$ cat config.mk
export PLATFORM = sky130hd
export DESIGN_NAME = sort_seq_ctrl_flat
export DESIGN_NICKNAME = d
export VERILOG_FILES = /design/src/rtl/sort_pkg.sv /design/src/rtl/sort_seq_ctrl_if.sv /design/src/rtl/sort_out_fifo.sv /design/src/rtl/sort_seq_ctrl.sv /design/src/flat_wrapper.sv
export SDC_FILE = /design/constraint.sdc
export NUM_CORES = 1
export LEC_CHECK = 0
export CAP_MARGIN = 20
export CORE_MARGIN = 2
export CORE_UTILIZATION = 55
export DETAILED_ROUTE_END_ITERATION = 8
export PLACE_DENSITY = 0.8
export SLEW_MARGIN = 0
export SYNTH_ARGS = -nofsm -noshare
export SYNTH_HDL_FRONTEND = slang
export SYNTH_SLANG_ARGS = --single-unit
$ cat constraint.sdc
create_clock -name clk -period 3.5 [get_ports clk]
set_input_delay 1.05 -clock clk [delete_from_list [all_inputs] [get_ports clk]]
set_output_delay 1.05 -clock clk [all_outputs]
set_load 0.02 [all_outputs]
$ cat src/rtl/sort_pkg.sv
// Shared definitions for the sort-chain frame sequencer: FSM state encoding
// and the counter-width helpers that are sized from the chain length N.
package sort_pkg;

  typedef enum logic [2:0] {
    ST_CLEAR  = 3'd0,
    ST_LOAD   = 3'd1,
    ST_DROP   = 3'd2,
    ST_FLUSH  = 3'd3,
    ST_WAIT   = 3'd4,
    ST_UNLOAD = 3'd5
  } state_e;

  // Frame counter must represent 0..N; the flush counter must represent 0..2N.
  function automatic int cnt_w(input int n);
    return $clog2(n + 1);
  endfunction

  function automatic int flush_w(input int n);
    return $clog2(2 * n + 1);
  endfunction

endpackage

$ cat src/rtl/sort_seq_ctrl_if.sv
// Stream, chain-drive and status signals of the sort sequencer.
// master = sequencer side, slave = surrounding system.
interface sort_seq_ctrl_if #(parameter int HBIT = 8);
  import sort_pkg::*;

  logic [HBIT-1:0] s_data;
  logic            s_valid;
  logic            s_last;
  logic            s_ready;
  logic [HBIT-1:0] m_data;
  logic            m_valid;
  logic            m_last;
  logic            m_ready;
  logic            arr_hold;
  logic            arr_is_input;
  logic [HBIT-1:0] arr_din;
  logic [HBIT-1:0] arr_dout;
  logic            busy;
  logic            err_overflow;

  modport master (
    input  s_data, s_valid, s_last, m_ready, arr_dout,
    output s_ready, m_data, m_valid, m_last, arr_hold, arr_is_input, arr_din,
           busy, err_overflow
  );

  modport slave (
    output s_data, s_valid, s_last, m_ready, arr_dout,
    input  s_ready, m_data, m_valid, m_last, arr_hold, arr_is_input, arr_din,
           busy, err_overflow
  );

endinterface

$ cat src/rtl/sort_out_fifo.sv
// Synchronous FIFO holding one sorted frame (data plus last tag) with a
// registered occupancy count; push and pop may occur in the same cycle.
module sort_out_fifo
  import sort_pkg::*;
#(
  parameter int W     = 9,
  parameter int DEPTH = 8
) (
  input  logic                       clk,
  input  logic                       rst,
  input  logic                       push,
  input  logic [W-1:0]               push_data,
  input  logic                       pop,
  output logic [W-1:0]               rd_data,
  output logic [cnt_w(DEPTH)-1:0]    count
);

  localparam int AW = (DEPTH > 1) ? $clog2(DEPTH) : 1;
  localparam int CW = cnt_w(DEPTH);

  logic [W-1:0]  mem_r [DEPTH];
  logic [AW-1:0] wr_ptr_r;
  logic [AW-1:0] rd_ptr_r;
  logic [CW-1:0] count_r;
  logic          do_push_s;
  logic          do_pop_s;

  function automatic logic [AW-1:0] ptr_inc(input logic [AW-1:0] p);
    if (p == AW'(DEPTH - 1)) begin
      return '0;
    end else begin
      return p + AW'(1);
    end
  endfunction

  assign do_push_s = push && (count_r != CW'(DEPTH));
  assign do_pop_s  = pop && (count_r != '0);

  // Storage array, intentionally without reset.
  always_ff @(posedge clk) begin
    if (do_push_s) begin
      mem_r[wr_ptr_r] <= push_data;
    end
  end

  // Pointers and occupancy.
  always_ff @(posedge clk) begin
    if (rst) begin
      wr_ptr_r <= '0;
      rd_ptr_r <= '0;
      count_r  <= '0;
    end else begin
      if (do_push_s) wr_ptr_r <= ptr_inc(wr_ptr_r);
      if (do_pop_s)  rd_ptr_r <= ptr_inc(rd_ptr_r);
      case ({do_push_s, do_pop_s})
        2'b10:   count_r <= count_r + CW'(1);
        2'b01:   count_r <= count_r - CW'(1);
        default: count_r <= count_r;
      endcase
    end
  end

  assign rd_data = mem_r[rd_ptr_r];
  assign count   = count_r;

endmodule

$ cat src/rtl/sort_seq_ctrl.sv
// Frame sequencer for a compare-and-swap sort chain: loads up to N words,
// flushes the chain, then unloads the sorted frame (maximum first) into a FIFO.
module sort_seq_ctrl
  import sort_pkg::*;
#(
  parameter int HBIT = 8,
  parameter int N    = 8
) (
  input logic           clk,
  input logic           rst,
  sort_seq_ctrl_if.master bus
);

  localparam int CNT_W   = cnt_w(N);
  localparam int FLUSH_W = flush_w(N);

  state_e              state_r, state_s;
  logic [CNT_W-1:0]    cnt_r, cnt_s;
  logic [FLUSH_W-1:0]  idx_r, idx_s;
  logic                accept_s;
  logic                ovf_s;
  logic                push_s;
  logic                push_last_s;
  logic [CNT_W-1:0]    fifo_cnt_s;
  logic [HBIT:0]       fifo_rd_s;

  logic                s_ready_r;
  logic                err_r;
  logic                hold_r;
  logic                is_input_r;
  logic [HBIT-1:0]     din_r;
  logic                busy_r;

  assign accept_s = bus.s_valid && s_ready_r;

  // Next-state, counters and FIFO push; idx_r serves as flush and unload index.
  always_comb begin
    state_s     = state_r;
    cnt_s       = cnt_r;
    idx_s       = idx_r;
    ovf_s       = 1'b0;
    push_s      = 1'b0;
    push_last_s = 1'b0;
    case (state_r)
      ST_CLEAR: state_s = ST_LOAD;
      ST_LOAD: begin
        if (accept_s) begin
          cnt_s = cnt_r + CNT_W'(1);
          if (bus.s_last) begin
            state_s = ST_FLUSH;
            idx_s   = '0;
          end else if (cnt_r == CNT_W'(N - 1)) begin
            state_s = ST_DROP;
            ovf_s   = 1'b1;
          end else begin
            state_s = ST_LOAD;
          end
        end else begin
          state_s = ST_LOAD;
        end
      end
      ST_DROP: begin
        if (accept_s && bus.s_last) begin
          state_s = ST_FLUSH;
          idx_s   = '0;
        end else begin
          state_s = ST_DROP;
        end
      end
      ST_FLUSH: begin
        if (idx_r == FLUSH_W'(2 * N - 1)) begin
          idx_s = '0;
          // Skip WAIT entirely when the previous frame is already drained.
          if (fifo_cnt_s == '0) begin
            state_s = ST_UNLOAD;
          end else begin
            state_s = ST_WAIT;
          end
        end else begin
          idx_s = idx_r + FLUSH_W'(1);
        end
      end
      ST_WAIT: begin
        if (fifo_cnt_s == '0) begin
          state_s = ST_UNLOAD;
          idx_s   = '0;
        end else begin
          state_s = ST_WAIT;
        end
      end
      ST_UNLOAD: begin
        push_s = 1'b1;
        if (idx_r + FLUSH_W'(1) == FLUSH_W'(cnt_r)) begin
          push_last_s = 1'b1;
          state_s     = ST_CLEAR;
          cnt_s       = '0;
          idx_s       = '0;
        end else begin
          idx_s = idx_r + FLUSH_W'(1);
        end
      end
      default: begin
        state_s = ST_CLEAR;
        cnt_s   = '0;
        idx_s   = '0;
      end
    endcase
  end

  // State, counters and registered chain/stream outputs decoded from next state.
  always_ff @(posedge clk) begin
    if (rst) begin
      state_r    <= ST_CLEAR;
      cnt_r      <= '0;
      idx_r      <= '0;
      s_ready_r  <= 1'b0;
      err_r      <= 1'b0;
      hold_r     <= 1'b1;
      is_input_r <= 1'b1;
      din_r      <= '0;
      busy_r     <= 1'b1;
    end else begin
      state_r    <= state_s;
      cnt_r      <= cnt_s;
      idx_r      <= idx_s;
      s_ready_r  <= (state_s == ST_LOAD) || (state_s == ST_DROP);
      err_r      <= ovf_s;
      hold_r     <= (state_s == ST_CLEAR);
      is_input_r <= (state_s != ST_UNLOAD);
      din_r      <= ((state_r == ST_LOAD) && bus.s_valid) ? bus.s_data : '0;
      busy_r     <= !((state_s == ST_LOAD) && (cnt_s == '0));
    end
  end

  sort_out_fifo #(
    .W     (HBIT + 1),
    .DEPTH (N)
  ) u_fifo (
    .clk       (clk),
    .rst       (rst),
    .push      (push_s),
    .push_data ({push_last_s, bus.arr_dout}),
    .pop       (bus.m_valid && bus.m_ready),
    .rd_data   (fifo_rd_s),
    .count     (fifo_cnt_s)
  );

  assign bus.s_ready      = s_ready_r;
  assign bus.err_overflow = err_r;
  assign bus.arr_hold     = hold_r;
  assign bus.arr_is_input = is_input_r;
  assign bus.arr_din      = din_r;
  assign bus.busy         = busy_r;
  assign bus.m_valid      = (fifo_cnt_s != '0);
  assign bus.m_data       = fifo_rd_s[HBIT-1:0];
  assign bus.m_last       = fifo_rd_s[HBIT];

endmodule

$ cat src/flat_wrapper.sv
// flat-port wrapper written by rule: the top's interface ports become plain ports
module sort_seq_ctrl_flat import sort_pkg::*;
#(
  parameter int HBIT = 8,
  parameter int N    = 8
)
  (clk, rst, bus_s_data, bus_s_valid, bus_s_last, bus_m_ready, bus_arr_dout, bus_s_ready, bus_m_data, bus_m_valid, bus_m_last, bus_arr_hold, bus_arr_is_input, bus_arr_din, bus_busy, bus_err_overflow);
  sort_seq_ctrl_if #(.HBIT(HBIT)) bus_i ();
  input logic clk;
  input logic rst;
  input wire logic [$bits(bus_i.s_data)-1:0] bus_s_data;
  input wire logic [$bits(bus_i.s_valid)-1:0] bus_s_valid;
  input wire logic [$bits(bus_i.s_last)-1:0] bus_s_last;
  input wire logic [$bits(bus_i.m_ready)-1:0] bus_m_ready;
  input wire logic [$bits(bus_i.arr_dout)-1:0] bus_arr_dout;
  output wire logic [$bits(bus_i.s_ready)-1:0] bus_s_ready;
  output wire logic [$bits(bus_i.m_data)-1:0] bus_m_data;
  output wire logic [$bits(bus_i.m_valid)-1:0] bus_m_valid;
  output wire logic [$bits(bus_i.m_last)-1:0] bus_m_last;
  output wire logic [$bits(bus_i.arr_hold)-1:0] bus_arr_hold;
  output wire logic [$bits(bus_i.arr_is_input)-1:0] bus_arr_is_input;
  output wire logic [$bits(bus_i.arr_din)-1:0] bus_arr_din;
  output wire logic [$bits(bus_i.busy)-1:0] bus_busy;
  output wire logic [$bits(bus_i.err_overflow)-1:0] bus_err_overflow;
  assign bus_i.s_data = bus_s_data;
  assign bus_i.s_valid = bus_s_valid;
  assign bus_i.s_last = bus_s_last;
  assign bus_i.m_ready = bus_m_ready;
  assign bus_i.arr_dout = bus_arr_dout;
  assign bus_s_ready = bus_i.s_ready;
  assign bus_m_data = bus_i.m_data;
  assign bus_m_valid = bus_i.m_valid;
  assign bus_m_last = bus_i.m_last;
  assign bus_arr_hold = bus_i.arr_hold;
  assign bus_arr_is_input = bus_i.arr_is_input;
  assign bus_arr_din = bus_i.arr_din;
  assign bus_busy = bus_i.busy;
  assign bus_err_overflow = bus_i.err_overflow;
  sort_seq_ctrl #(.HBIT(HBIT), .N(N)) u_core (.clk(clk), .rst(rst), .bus(bus_i));
endmodule
======== Word-level counts from Yosys, hierarchy flattened ========
Memory sizes are Yosys's and may differ from the RTL's. A register that Yosys moved wholly into a read port is not among the register bits.
Index checks and enable logic that the tools add are counted.
operators by class
  bitwise logic cells ..................... 4
  equal/unequal tests ..................... 20
  muxes and demuxes ....................... 29
  $add $sub $neg .......................... 6
  reductions and logical operators ........ 19
operators with widths
  operator               number
  $mux W5                6
  $pmux W5 S6            1
  $mux W3                8
  $pmux W3 S6            1
  $eq A3 B3 Y1 const B   4
  $pmux W4 S3            1
  $eq A3 B2 Y1 const B   3
  $add A4 B1 Y4 const B  2
  $logic_not A4 Y1       2
  $mux W1                8
  $mux W4                2
  $pmux W4 S2            1
  $reduce_or A4 Y1       2
  $logic_and A1 B1 Y1    7
  $add A3 B1 Y3 const B  2
  $eq A3 B1 Y1 const B   2
  $logic_not A3 Y1       2
  $ne A2 B1 Y1 const B   3
  $add A5 B1 Y5 const B  1
  $eq A5 B4 Y1           1
  $eq A5 B4 Y1 const B   1
  $reduce_and A5 Y1      1
  $eq A4 B3 Y1 const B   1
  $ne A4 B4 Y1 const B   1
  12 further kinds       15
word-level totals
  bits of input ports ..................... 21
  flip-flop bits (word level) ............. 35
  memories ................................ 1
  bits in writable memories ............... 72
  logic and storage cells ................. 91
  output and inout port bits .............. 23
memories
  memory               words  width  read ports  clocked after Yosys merged registers in  wr ports  line                 RTL
  u_core.u_fifo.mem_r  8      9      1           1                                        1         sort_out_fifo.sv:21  logic [W-1:0] mem_r [DEPTH];

======== Longest topological paths before layout ========
  depth in word-level cells ............... 8
  depth in mapped cells ................... 13
  depth with buffers taken out ............ 11

======== Cells and area by module ========
Synthesis repeated with hierarchy kept, for this count alone.
unflattened totals
  cells, all modules ...................... 330
  area total of the unflattened synthesis .. 4,810.9 um2
modules (own cells, without submodules)
  module         cells each  seq. area each (um2)  area each (um2)  times used
  sort_out_fifo  176         2,422.3               3,455.8          1
  sort_seq_ctrl  154         500.5                 1,355.0          1

======== Least setup slack after synthesis ========
OpenSTA, ideal clock, no wires.
  path kind ............................... register to output
  start point ............................. register (tool-made name)
  end point ............................... output bus_m_data[0]
  required time ........................... 2.450 ns
  path slack .............................. 0.489 ns
  path buffers ............................ 2
  arrival time ............................ 1.961 ns
  cell stages (with the launch flop) ...... 5
  cells stage by stage .................... dfxtp_1 -> clkbuf_1 -> buf_2 -> mux4_2 -> mux2_2
RTL lines
  item              line                RTL
  end: declaration  flat_wrapper.sv:17  output wire logic [$bits(bus_i.m_data)-1:0] bus_m_data;

==> results.toml <==
[final_layout]
nFillCells = 605
diodes = 0
syn2layout_area_growth_pct = 17.2
final_cells = 488
layout-drive-gt1-share_pct = 15.7
nNetsFinal = 411
post-route-util_pct = 65.9

[sta]
finalHoldViolCount = 0
finalCritPeriodShare_pct = 96.2
post-route-min-period_ns = 3.37
tightest_slew_ns = 0.690
finalSetupViolations = 0
setup_ws_ns = 0.134
tns_ns = 0
rsz0062_at_grt = "false"
fmax_mhz = 297
slew_violations = 0
slew_headroom_pct = 53.6
fin_worst_skew_ns = 0.00937

[cts]
insertion_delay_ns = 0.36
cts_hold_buf = 0
cts_root_buf = "clkbuf_8"
cts_tree = "yes"
cts_resized = 0
cts_buffer_depth = 2
clk_pin_slew_ns = 0.09
cts_setup_buffers = 0
cts_made_buffers = 9
clock-sinks = 110
h-tree-depth = 3

[placement]
place_hpwl_mm = 5.64
port_buffers = 43
place_congestion = 0.845
dp.cells = 472
post-place-ws_ns = 0.349

[detailed_routing]
drt_wl_total_mm = 8.14
vias = 2746
remaining_drc_errors = 0
dr.pass1.iters = 4
initialDrtViolationCount = 93
avgRoutedWirePerCell_um = 16.7
vias_per_cell = 5.63
antenna_left = 0

[pwr]
p_int_mw = 1.69
p_switching_uw = 452
irDropWorstVdd_v = 0.000230
pwr-share-clk_pct = 30.8
p_per_area_nw_per_um2 = 398
pwr-share-seq_pct = 64.8
p_sw_share_pct = 21.1
p_leak_nw = 1.89
combPwrFrac_pct = 4.4
p_total_mw = 2.15

[synthesis]
ys.flop_type = "edfxtp_1"
synth_seq_cells = 110
avgSynthCellArea_um2 = 14.2
synth-simple-area-share_pct = 10.8
yosys.area_share.adder_pct = 3.65
syn_inst = 324
synth_top_family_by_area = "multiplexers"
synth_common_cells = "edfxtp_1 (72), dfxtp_1 (38), nor2_1 (27)"
synth_xor_area_share_pct = 1.90
yosysTopAreaCell = "edfxtp_1"
synth_top_area_share_pct = 47.0
yosysWarnings = 0
yosysSeqAreaShare_pct = 63.5
synth_area_um2 = 4600
synth_nets = 357
synth-edff-count = 72
synthMuxAreaShare_pct = 12.6
synth_most_common_cell = "edfxtp_1"
yosys-top-cells-area = "edfxtp_1 (47%), dfxtp_1 (17%), mux4_2 (8.8%)"
synthArstFlopShare_pct = 0
ys_types = 49
synth_compound_area_share_pct = 5.03

[hold_path]
hold_class = "reg2reg"

[floorplan]
core_area_um2 = 8180
initial_core_util_pct = 56.3
num_rows = 33
dieArea_um2 = 9110
die_h_um = 95.4
die_w_um = 95.4
ios = 44

[global_route]
antenna_found_initial = 0
grt_first_pass_wirelength_mm = 13.4
grt_pass1_vias = 2745
grt_usage_pct = 19.6
grt_max_degree = 19
grt-ovfl-total = 0

[worst_setup_path]
crit_fanout = 18
start_kind = "flop"
cp.arrival_ns = 2.32
required_ns = 2.45
crit_type = "reg2out"
end_kind = "output port"

[flow_run]
drv_cap = 0

[status]
outcome = "completed"
-- per-layer routing --
metal	up-vias	GRT usage (%)	part of all wire (%)
met5	-	0	0
met4	0	3.81	0.82
met3	10	4.98	4.4
met2	56	33.3	52
met1	1361	25.7	43
li1	1319	-	-
-- power groups by stage --
| stage | clock (mW) | combinational, mW | sequential, mW |
|---|---|---|---|
| after floorplan | 0 | 0.0363 | 1.43 |
| after global placement | 0 | 0.0921 | 1.42 |
| after detailed placement | 0 | 0.0942 | 1.42 |
| after CTS | 0.679 | 0.0947 | 1.39 |
| after global routing | 0.740 | 0.103 | 1.39 |
| final | 0.661 | 0.0940 | 1.39 |
-- layout make-up --
class                           count  area, µm²  area share, %
Clock buffer                       11        131           2.44
Clock inverter                      5       33.8          0.627
Inverter                           14       52.6          0.975
Multi-Input combinational cell    186       1570           29.1
Sequential cell                   110       2920           54.2
Tap cell                          105        131           2.44
Timing Repair Buffer               57        548           10.2
-- critical path, cell delays in order, from the launching register on --
cell and delay [ns]:
dfxtp_1 0.37, buf_12 0.21, mux4_2 0.54, mux2_2 0.30, clkdlybuf4s50_1 0.54
-- final timing paths --
path / from / to / slack (ns) / depth (start not counted)
worst max-delay path: flop / bus_m_last / 0.13 / 4
worst min-delay path: u_core.u_fifo.count[3] / u_core.u_fifo.count[3] / 0.53 / 2
worst max register to register: u_core.u_fifo.count[1] / u_core.u_fifo.count[3] / 0.72 / 11
worst min register to register: u_core.u_fifo.count[3] / u_core.u_fifo.count[3] / 0.53 / 2
-- kinds of logic (layout without fill, tap and decap cells) --
family / Yosys count / after routing
buffers and inverters: 28 / 87
AOI/OAI and AO/OA: 33 / 33
xor gates and xnor gates: 10 / 10
and+or+nand+nor: 96 / 96
adders and majority gates: 13 / 13
DFF: 110 / 110
muxes: 34 / 34
-- placed cells by master (no fill, tap or decap), types with 3 or more instances in the layout --
| cell type | netlist | final |
|---|---|---|
| or3_1 | 3 | 3 |
| edfxtp_1 | 72 | 72 |
| a31oi_1 | 5 | 5 |
| and2_1 | 8 | 8 |
| inv_1 | 14 | 14 |
| mux4_2 | 18 | 18 |
| xnor2_1 | 6 | 6 |
| mux2i_1 | 6 | 6 |
| nand2_1 | 15 | 15 |
| and3_1 | 3 | 3 |
| clkdlybuf4s50_1 | 0 | 43 |
| ha_1 | 11 | 11 |
| a21oi_1 | 8 | 8 |
| nor2_1 | 27 | 27 |
| clkbuf_8 | 0 | 9 |
| buf_4 | 0 | 13 |
| dfxtp_1 | 38 | 38 |
| o21ai_0 | 3 | 3 |
| nand3_1 | 8 | 8 |
| xor2_1 | 4 | 4 |
| nand3b_1 | 3 | 3 |
| nor2b_1 | 3 | 3 |
| mux2_2 | 10 | 10 |
| nor3_1 | 8 | 8 |
| nand2b_1 | 7 | 7 |
-- sequential cells by signal, summed over array words and instances, names as in the netlist, named ones only --
register and cells:
u_core.u_fifo.mem_r 72, u_core.bus.arr_din 8, u_core.idx_r 5, u_core.cnt_r 4, u_core.u_fifo.count 4, u_core.state_r 3
u_core.u_fifo.rd_ptr_r 3, u_core.u_fifo.wr_ptr_r 3, u_core.bus.arr_hold 1, u_core.bus.arr_is_input 1, u_core.bus.busy 1, u_core.bus.err_overflow 1
u_core.bus.s_ready 1
-- per-stage QoR --
stage,cell area (µm²),hold slack [ns]
3_5_place_dp,5220,0.508
6_report,5390,0.535
2_1_floorplan,4600,0.472
4_1_cts,5390,0.525
3_3_place_gp,5220,0.491
5_1_grt,5390,0.550
Note: power is estimated with default switching activity, not from simulation.
